File: config.mk
export PLATFORM = sky130hd
export DESIGN_NAME = vram_scan_flat
export DESIGN_NICKNAME = d
export VERILOG_FILES = /design/src/rtl/vram_scan_if.sv /design/src/rtl/vram_scan.sv /design/src/flat_wrapper.sv
export SDC_FILE = /design/constraint.sdc
export NUM_CORES = 1
export LEC_CHECK = 0
export BUFFER_PORTS_ARGS = -buffer_cell sky130_fd_sc_hd__clkbuf_2
export CORE_MARGIN = 2
export CORE_UTILIZATION = 49
export CTS_CLUSTER_DIAMETER = 80
export CTS_CLUSTER_SIZE = 8
export DETAILED_ROUTE_END_ITERATION = 6
export PLACE_DENSITY = 0.83
export SLEW_MARGIN = 20
export SYNTH_ARGS = -nofsm -noshare
export SYNTH_HDL_FRONTEND = slang
export SYNTH_SLANG_ARGS = --single-unit
File: constraint.sdc
create_clock -name clk -period 10.1 [get_ports clk]
set_clock_uncertainty 0.2 [all_clocks]
set_input_delay 0.505 -clock clk [delete_from_list [all_inputs] [get_ports clk]]
set_output_delay 0.505 -clock clk [all_outputs]
set_load 0.05 [all_outputs]
File: src/rtl/vram_scan_if.sv
// Bus bundle for vram_scan: CPU single-port access, display scan port and legacy full-array view.
// master = CPU/display side, slave = the VRAM.
interface vram_scan_if #(
   parameter int WIDTH  = 32,
   parameter int DEPTH  = 10,
   parameter int ADDR_W = $clog2(DEPTH)
);
   logic                     write_enable;
   logic                     read_enable;
   logic [ADDR_W-1:0]        address;
   logic [WIDTH-1:0]         data_input;
   logic [WIDTH/8-1:0]       byte_enable;
   logic [WIDTH-1:0]         data_output;
   logic                     read_valid;
   logic                     addr_error;
   logic                     scan_start;
   logic                     scan_loop;
   logic                     scan_ready;
   logic                     scan_valid;
   logic [WIDTH-1:0]         scan_data;
   logic                     scan_last;
   logic                     scan_busy;
   logic [DEPTH*WIDTH-1:0]   parallel_output;

   modport master (
      output write_enable, read_enable, address, data_input, byte_enable,
      output scan_start, scan_loop, scan_ready,
      input  data_output, read_valid, addr_error,
      input  scan_valid, scan_data, scan_last, scan_busy, parallel_output
   );

   modport slave (
      input  write_enable, read_enable, address, data_input, byte_enable,
      input  scan_start, scan_loop, scan_ready,
      output data_output, read_valid, addr_error,
      output scan_valid, scan_data, scan_last, scan_busy, parallel_output
   );
endinterface

File: src/rtl/vram_scan.sv
// Flop-based frame VRAM with registered CPU reads, sticky out-of-range flag and a looping scanout engine.
// Define VRAM_BYTE_ENABLE_EN to honour byte_enable on CPU writes (WIDTH must then be a multiple of 8).
module vram_scan #(
   parameter int WIDTH  = 32,
   parameter int DEPTH  = 10,
   parameter int ADDR_W = $clog2(DEPTH)
) (
   input  logic        clk,
   input  logic        rst,
   vram_scan_if.slave  bus
);
   localparam logic [ADDR_W:0]   LP_DEPTH = (ADDR_W+1)'(DEPTH);
   localparam logic [ADDR_W-1:0] LP_LAST  = ADDR_W'(DEPTH-1);

   typedef enum logic {ST_IDLE, ST_SCAN} t_state;

   logic [WIDTH-1:0]  r_mem [DEPTH];
   logic [WIDTH-1:0]  r_data_output;
   logic              r_read_valid;
   logic              r_addr_error;
   t_state            r_state;
   logic [ADDR_W-1:0] r_ptr;
   logic              r_scan_valid;
   logic              r_scan_last;
   logic              r_scan_busy;

   logic              w_in_range;
   logic              w_wr;
   logic              w_rd;
   logic [WIDTH-1:0]  w_bmask;

   assign w_in_range = ({1'b0, bus.address} < LP_DEPTH);
   assign w_wr       = bus.write_enable & w_in_range;
   assign w_rd       = bus.read_enable & ~bus.write_enable;

`ifdef VRAM_BYTE_ENABLE_EN
   generate
      for (genvar gi = 0; gi < WIDTH/8; gi++) begin : g_bmask
         assign w_bmask[gi*8 +: 8] = {8{bus.byte_enable[gi]}};
      end
   endgenerate
`else
   logic w_unused_be;
   assign w_bmask     = '1;
   assign w_unused_be = ^bus.byte_enable;
`endif

   always_ff @(posedge clk or posedge rst) begin
      if (rst) begin
         for (int i = 0; i < DEPTH; i++) r_mem[i] <= '0;
      end else if (w_wr) begin
         r_mem[bus.address] <= (r_mem[bus.address] & ~w_bmask) | (bus.data_input & w_bmask);
      end
   end

   // A write wins over a simultaneous read; out-of-range reads still pulse valid with zero data.
   always_ff @(posedge clk or posedge rst) begin
      if (rst) begin
         r_data_output <= '0;
         r_read_valid  <= 1'b0;
         r_addr_error  <= 1'b0;
      end else begin
         r_read_valid <= w_rd;
         if (w_rd) r_data_output <= w_in_range ? r_mem[bus.address] : '0;
         if ((bus.write_enable | bus.read_enable) & ~w_in_range) r_addr_error <= 1'b1;
      end
   end

   always_ff @(posedge clk or posedge rst) begin
      if (rst) begin
         r_state      <= ST_IDLE;
         r_ptr        <= '0;
         r_scan_valid <= 1'b0;
         r_scan_last  <= 1'b0;
         r_scan_busy  <= 1'b0;
      end else begin
         case (r_state)
            ST_IDLE: begin
               if (bus.scan_start) begin
                  r_state      <= ST_SCAN;
                  r_ptr        <= '0;
                  r_scan_valid <= 1'b1;
                  r_scan_busy  <= 1'b1;
                  r_scan_last  <= 1'b0;
               end
            end
            ST_SCAN: begin
               if (bus.scan_ready) begin
                  if (r_scan_last) begin
                     r_ptr       <= '0;
                     r_scan_last <= 1'b0;
                     if (!bus.scan_loop) begin
                        r_state      <= ST_IDLE;
                        r_scan_valid <= 1'b0;
                        r_scan_busy  <= 1'b0;
                     end
                  end else begin
                     r_ptr       <= r_ptr + 1'b1;
                     r_scan_last <= ((r_ptr + 1'b1) == LP_LAST);
                  end
               end
            end
            default: r_state <= ST_IDLE;
         endcase
      end
   end

   // scan_data follows the live array so a CPU write to the presented word shows up next cycle.
   assign bus.scan_data   = r_scan_valid ? r_mem[r_ptr] : '0;
   assign bus.scan_valid  = r_scan_valid;
   assign bus.scan_last   = r_scan_last;
   assign bus.scan_busy   = r_scan_busy;
   assign bus.data_output = r_data_output;
   assign bus.read_valid  = r_read_valid;
   assign bus.addr_error  = r_addr_error;

   generate
      for (genvar gi = 0; gi < DEPTH; gi++) begin : g_par
         assign bus.parallel_output[gi*WIDTH +: WIDTH] = r_mem[gi];
      end
   endgenerate
endmodule

File: src/flat_wrapper.sv
// flat-port wrapper written by rule: the top's interface ports become plain ports
module vram_scan_flat 
#(
   parameter int WIDTH  = 32,
   parameter int DEPTH  = 10,
   parameter int ADDR_W = $clog2(DEPTH)
)
  (clk, rst, bus_write_enable, bus_read_enable, bus_address, bus_data_input, bus_byte_enable, bus_scan_start, bus_scan_loop, bus_scan_ready, bus_data_output, bus_read_valid, bus_addr_error, bus_scan_valid, bus_scan_data, bus_scan_last, bus_scan_busy, bus_parallel_output);
  vram_scan_if #(.WIDTH(WIDTH), .DEPTH(DEPTH), .ADDR_W(ADDR_W)) bus_i ();
  input  logic clk;
  input  logic rst;
  input wire logic [$bits(bus_i.write_enable)-1:0] bus_write_enable;
  input wire logic [$bits(bus_i.read_enable)-1:0] bus_read_enable;
  input wire logic [$bits(bus_i.address)-1:0] bus_address;
  input wire logic [$bits(bus_i.data_input)-1:0] bus_data_input;
  input wire logic [$bits(bus_i.byte_enable)-1:0] bus_byte_enable;
  input wire logic [$bits(bus_i.scan_start)-1:0] bus_scan_start;
  input wire logic [$bits(bus_i.scan_loop)-1:0] bus_scan_loop;
  input wire logic [$bits(bus_i.scan_ready)-1:0] bus_scan_ready;
  output wire logic [$bits(bus_i.data_output)-1:0] bus_data_output;
  output wire logic [$bits(bus_i.read_valid)-1:0] bus_read_valid;
  output wire logic [$bits(bus_i.addr_error)-1:0] bus_addr_error;
  output wire logic [$bits(bus_i.scan_valid)-1:0] bus_scan_valid;
  output wire logic [$bits(bus_i.scan_data)-1:0] bus_scan_data;
  output wire logic [$bits(bus_i.scan_last)-1:0] bus_scan_last;
  output wire logic [$bits(bus_i.scan_busy)-1:0] bus_scan_busy;
  output wire logic [$bits(bus_i.parallel_output)-1:0] bus_parallel_output;
  assign bus_i.write_enable = bus_write_enable;
  assign bus_i.read_enable = bus_read_enable;
  assign bus_i.address = bus_address;
  assign bus_i.data_input = bus_data_input;
  assign bus_i.byte_enable = bus_byte_enable;
  assign bus_i.scan_start = bus_scan_start;
  assign bus_i.scan_loop = bus_scan_loop;
  assign bus_i.scan_ready = bus_scan_ready;
  assign bus_data_output = bus_i.data_output;
  assign bus_read_valid = bus_i.read_valid;
  assign bus_addr_error = bus_i.addr_error;
  assign bus_scan_valid = bus_i.scan_valid;
  assign bus_scan_data = bus_i.scan_data;
  assign bus_scan_last = bus_i.scan_last;
  assign bus_scan_busy = bus_i.scan_busy;
  assign bus_parallel_output = bus_i.parallel_output;
  vram_scan #(.WIDTH(WIDTH), .DEPTH(DEPTH), .ADDR_W(ADDR_W)) u_core (.clk(clk), .rst(rst), .bus(bus_i));
endmodule
==> metrics.log <==
INFO  metric run_status = finished clean
INFO  metric period_needed = approximately 4.4 ns
INFO  metric grt_max_degree = between 80 and 90
INFO  metric gr-usage-all-layers = a little under a third
INFO  metric holdCritPathClass = in2reg
INFO  metric p_per_area = 320 nW/µm²
INFO  metric grt_pass1_vias = between 15,000 and 20,000
INFO  metric avgViaCountPerCell = 6.60
INFO  metric via_count = 14,937
INFO  metric total_clock_buffers_created_by_cts = 51
INFO  metric synth_area_in_simple_gates = 2.37%
INFO  metric fin_crit_sh = about 43%
INFO  metric slew_headroom = 23.7%
INFO  metric share_comb_of_total_power = a little under half
INFO  metric std_cell_rows = 71
INFO  metric syn_to_final_growth = 20.3%
INFO  metric gp_congestion = 0.892
INFO  metric core_region_area = 37,700 µm²
INFO  metric gr-total-overflow = 0
INFO  metric max-vdd-ir-drop = 0.000198 V
INFO  metric drt_first_pass_iters = 5
INFO  metric drive_gt1_share = 56.0%
INFO  metric clk-insertion-delay-late = 0.58 ns
INFO  metric worstPathMaxFanout = 53
INFO  metric internal_power = 3.75 mW
INFO  metric initial_core_util = 49.8%
INFO  metric synth_top_family_by_area = multiplexers
INFO  metric nets = 1,791
INFO  metric syn-mean-instance-area = 13.6 µm²
INFO  metric synthTopCellsByArea = dfrtp_1, mux2_2, mux4_2
INFO  metric p_clk_share = 20.7%
INFO  metric grt_antenna_before_repair = 1
INFO  metric timing.fmax = 228 MHz
INFO  metric htree_levels = 2
INFO  metric cts.sink_count = ~360
INFO  metric top_level_ports = between 400 and 500
INFO  metric synth.distinct_cells = between 40 and 50
INFO  metric cts_tree = done
INFO  metric worst_setup_ep_type = primary output
INFO  metric syn_nets = 1,427
INFO  metric dpl_cell_area = 21,100 µm²
INFO  metric fp.dieArea = 39,900 µm²
INFO  metric power.share.switching = between 40 and 50%
INFO  metric clk_pin_slew_worst_paths = about 0.05 ns
INFO  metric chipHeight = 200 µm
INFO  metric fillerInstances = 2,899
INFO  metric postSynth.topFlopCell = dfrtp_1
INFO  metric routed_length_per_instance = 28.2 µm
INFO  metric dpl.cell_count = around 2,200
INFO  metric endpoints_failing_hold = 0
INFO  metric timing.critical_path.from_type = register
INFO  metric setup_viol = 0
INFO  metric synth_compound_area_share = approximately 9%
INFO  metric clock_tree.root_cell = clkbuf_16
INFO  metric grt_pass1_wl = 95,400 µm
INFO  metric yosysWarnings = 0
INFO  metric tightest_slew = 1.15 ns
INFO  metric synth-adder-area-share = 0.133%
INFO  metric switching_power_total = 3.47 mW
INFO  metric grt_setup_unrepaired = false
INFO  metric synth_xor_xnor_area_share = 0%
INFO  metric cap_viol_max_count = 0
INFO  metric syn-instance-count = 1,378
INFO  metric synth-async-reset-ratio = 100%
INFO  metric drc_errors = 0
INFO  metric synth_area_leader_cell = dfrtp_1
INFO  metric route.antenna.remaining_nets = 0
INFO  metric layoutNonFillerInstCount = roughly 2,300
INFO  metric critPathKind = reg2out
INFO  metric synth_edf_count = 0
INFO  metric wl = about 64,000 µm
INFO  metric critical_path_required = 9.40 ns
INFO  metric synth.mux.area_fraction = 36.1%
INFO  metric seq_area_frac_synth = 48.1%
INFO  metric clockBufferDepth = 3
INFO  metric synth.ff_latch_count = 361
INFO  metric cell_area_synth = 18,800 µm²
INFO  metric sequentialPowerShare = 31.4%
INFO  metric drt-initial-drc-count = approximately 1,200
INFO  metric power_leakage = 10.3 nW
INFO  metric dieWidth = 200 µm
INFO  metric timing.setup.tns = 0 ns
INFO  metric worst-endpoint-arrival = 3.69 ns
INFO  metric power.total = approximately 7.2 mW
INFO  metric final_design_area_no_fill = about 23,000 µm²
INFO  metric post-dp-hpwl = 39,800 µm
INFO  metric drv_slew = 0
INFO  metric synth_top_cell_area_share = 48.1%
INFO  metric port_buffers = 431
sequential cells by signal, summed over array words and instances, names as in the netlist:
name,flops
u_core.bus.read_valid,1
u_core.bus.scan_last,1
u_core.bus.scan_valid,1
u_core.bus.addr_error,1
u_core.bus.parallel_output,320
u_core.bus.data_output,32
u_core.r_state,1
u_core.r_ptr,4
critical path: stages, from the launching register on:
cell      delay, ns
dfrtp_4        0.90
buf_4          0.85
mux2i_1        0.17
a221oi_1       0.37
o21ai_0        0.15
a21boi_0       0.27
clkbuf_2       0.32
per-layer routing:
metal  vias to the layer above  global-route usage (%)  wire, µm
li1                       6016                       -         -
met1                      7564                    40.1     23700
met2                      1086                    50.1     29900
met3                       271                    8.25      6660
met4                         0                    19.0      3560
met5                         -                       0         0
cell type report:
class	instances	area (µm²)	area share [%]
well taps	511	639	2.83
flip-flops and latches	361	9040	40.0
multi-input cells	854	9040	40.0
inverters	9	37.5	0.166
clock buffers	54	1290	5.70
clock inverters	4	35.0	0.155
repair buffers	465	2490	11.0
diodes	4	10.0	0.0443
cells in the final DEF (no fill, tap or decap), drive strengths merged:
cell | synthesis | final
o21ai | 38 | 38
or4 | 1 | 1
buf | 99 | 34
a21oi | 2 | 2
a22o | 2 | 2
nor2 | 3 | 3
diode | 0 | 4
a32o | 1 | 1
nand2b | 2 | 2
and2 | 2 | 2
nand3b | 1 | 1
a31oi | 1 | 1
dlygate4sd3 | 0 | 2
nor2b | 3 | 3
nand3 | 6 | 6
inv | 8 | 11
nand2 | 40 | 40
a41oi | 2 | 2
nor3 | 27 | 27
a221o | 24 | 24
clkinv | 1 | 1
a21boi | 32 | 32
nor3b | 3 | 3
clkbuf | 55 | 483
a22oi | 8 | 8
o31ai | 8 | 8
and3 | 1 | 1
a221oi | 96 | 96
dfrtp | 361 | 361
a211o | 1 | 1
mux2 | 417 | 417
clkinvlp | 0 | 1
a21o | 1 | 1
ha | 2 | 2
o221ai | 1 | 1
mux4 | 64 | 64
or3 | 1 | 1
mux2i | 64 | 64
stage by stage:
step                hold slack [ns]  setup WS [ns]  util (%)
CTS                         0.00719           5.71      59.7
finish                       0.0378           5.71      60.0
global placement              0.261           6.02      56.1
floorplan                     0.442           4.55         -
global route                 0.0532           5.41      59.9
detailed placement            0.267           5.93      56.1
synth_stat cells, types with 7 or more instances:
| cell type | number |
|---|---|
| clkbuf_1 | 55 |
| buf_4 | 9 |
| mux4_2 | 64 |
| mux2i_1 | 64 |
| buf_6 | 10 |
| a221oi_1 | 96 |
| nor3_1 | 24 |
| mux2_2 | 371 |
| a22oi_1 | 8 |
| mux2_1 | 46 |
| a21boi_0 | 32 |
| a221o_1 | 24 |
| o31ai_1 | 8 |
| buf_1 | 37 |
| inv_1 | 7 |
| o21ai_0 | 38 |
| nand2_1 | 40 |
| dfrtp_1 | 361 |
| buf_2 | 43 |
repair_timing:
| action | in CTS | in global routing |
|---|---|---|
| resized for setup | 0 | 0 |
| hold endpoints to repair | 37 | 0 |
| setup buffers | 0 | 0 |
| hold buffers | 2 | 0 |
kinds of logic after synthesis:
group / after synthesis
flip-flops: 361
AND/OR/NAND/NOR: 90
adder cells (fa/ha/maj): 2
multiplexers: 545
AO/OA/AOI/OAI: 217
buffers and inverters: 163
final timing paths:
path	start	endpoint	slack (ns)	cells after the start
min	bus_scan_loop	u_core.bus.scan_valid	0.04	3
min in group asynchronous	rst	u_core.bus.scan_last	0.45	3
min reg2reg	u_core.bus.addr_error	u_core.bus.addr_error	0.27	1
max reg2reg	u_core.r_ptr[2]	u_core.bus.scan_last	7.01	4
max in group asynchronous	rst	u_core.bus.data_output[13]	7.06	5
max	u_core.r_ptr[0]	bus_scan_data[18]	5.71	6
power by group through the flow:
stage	Clock (mW)	Combinational [mW]	Sequential [mW]
2_1_floorplan	0	1.58	3.21
3_3_place_gp	0	3.37	2.23
3_5_place_dp	0	3.42	2.26
4_1_cts	1.52	3.43	2.24
5_1_grt	1.57	3.60	2.30
6_report	1.50	3.46	2.26
No activity file was read; power rests on OpenSTA's default activity.
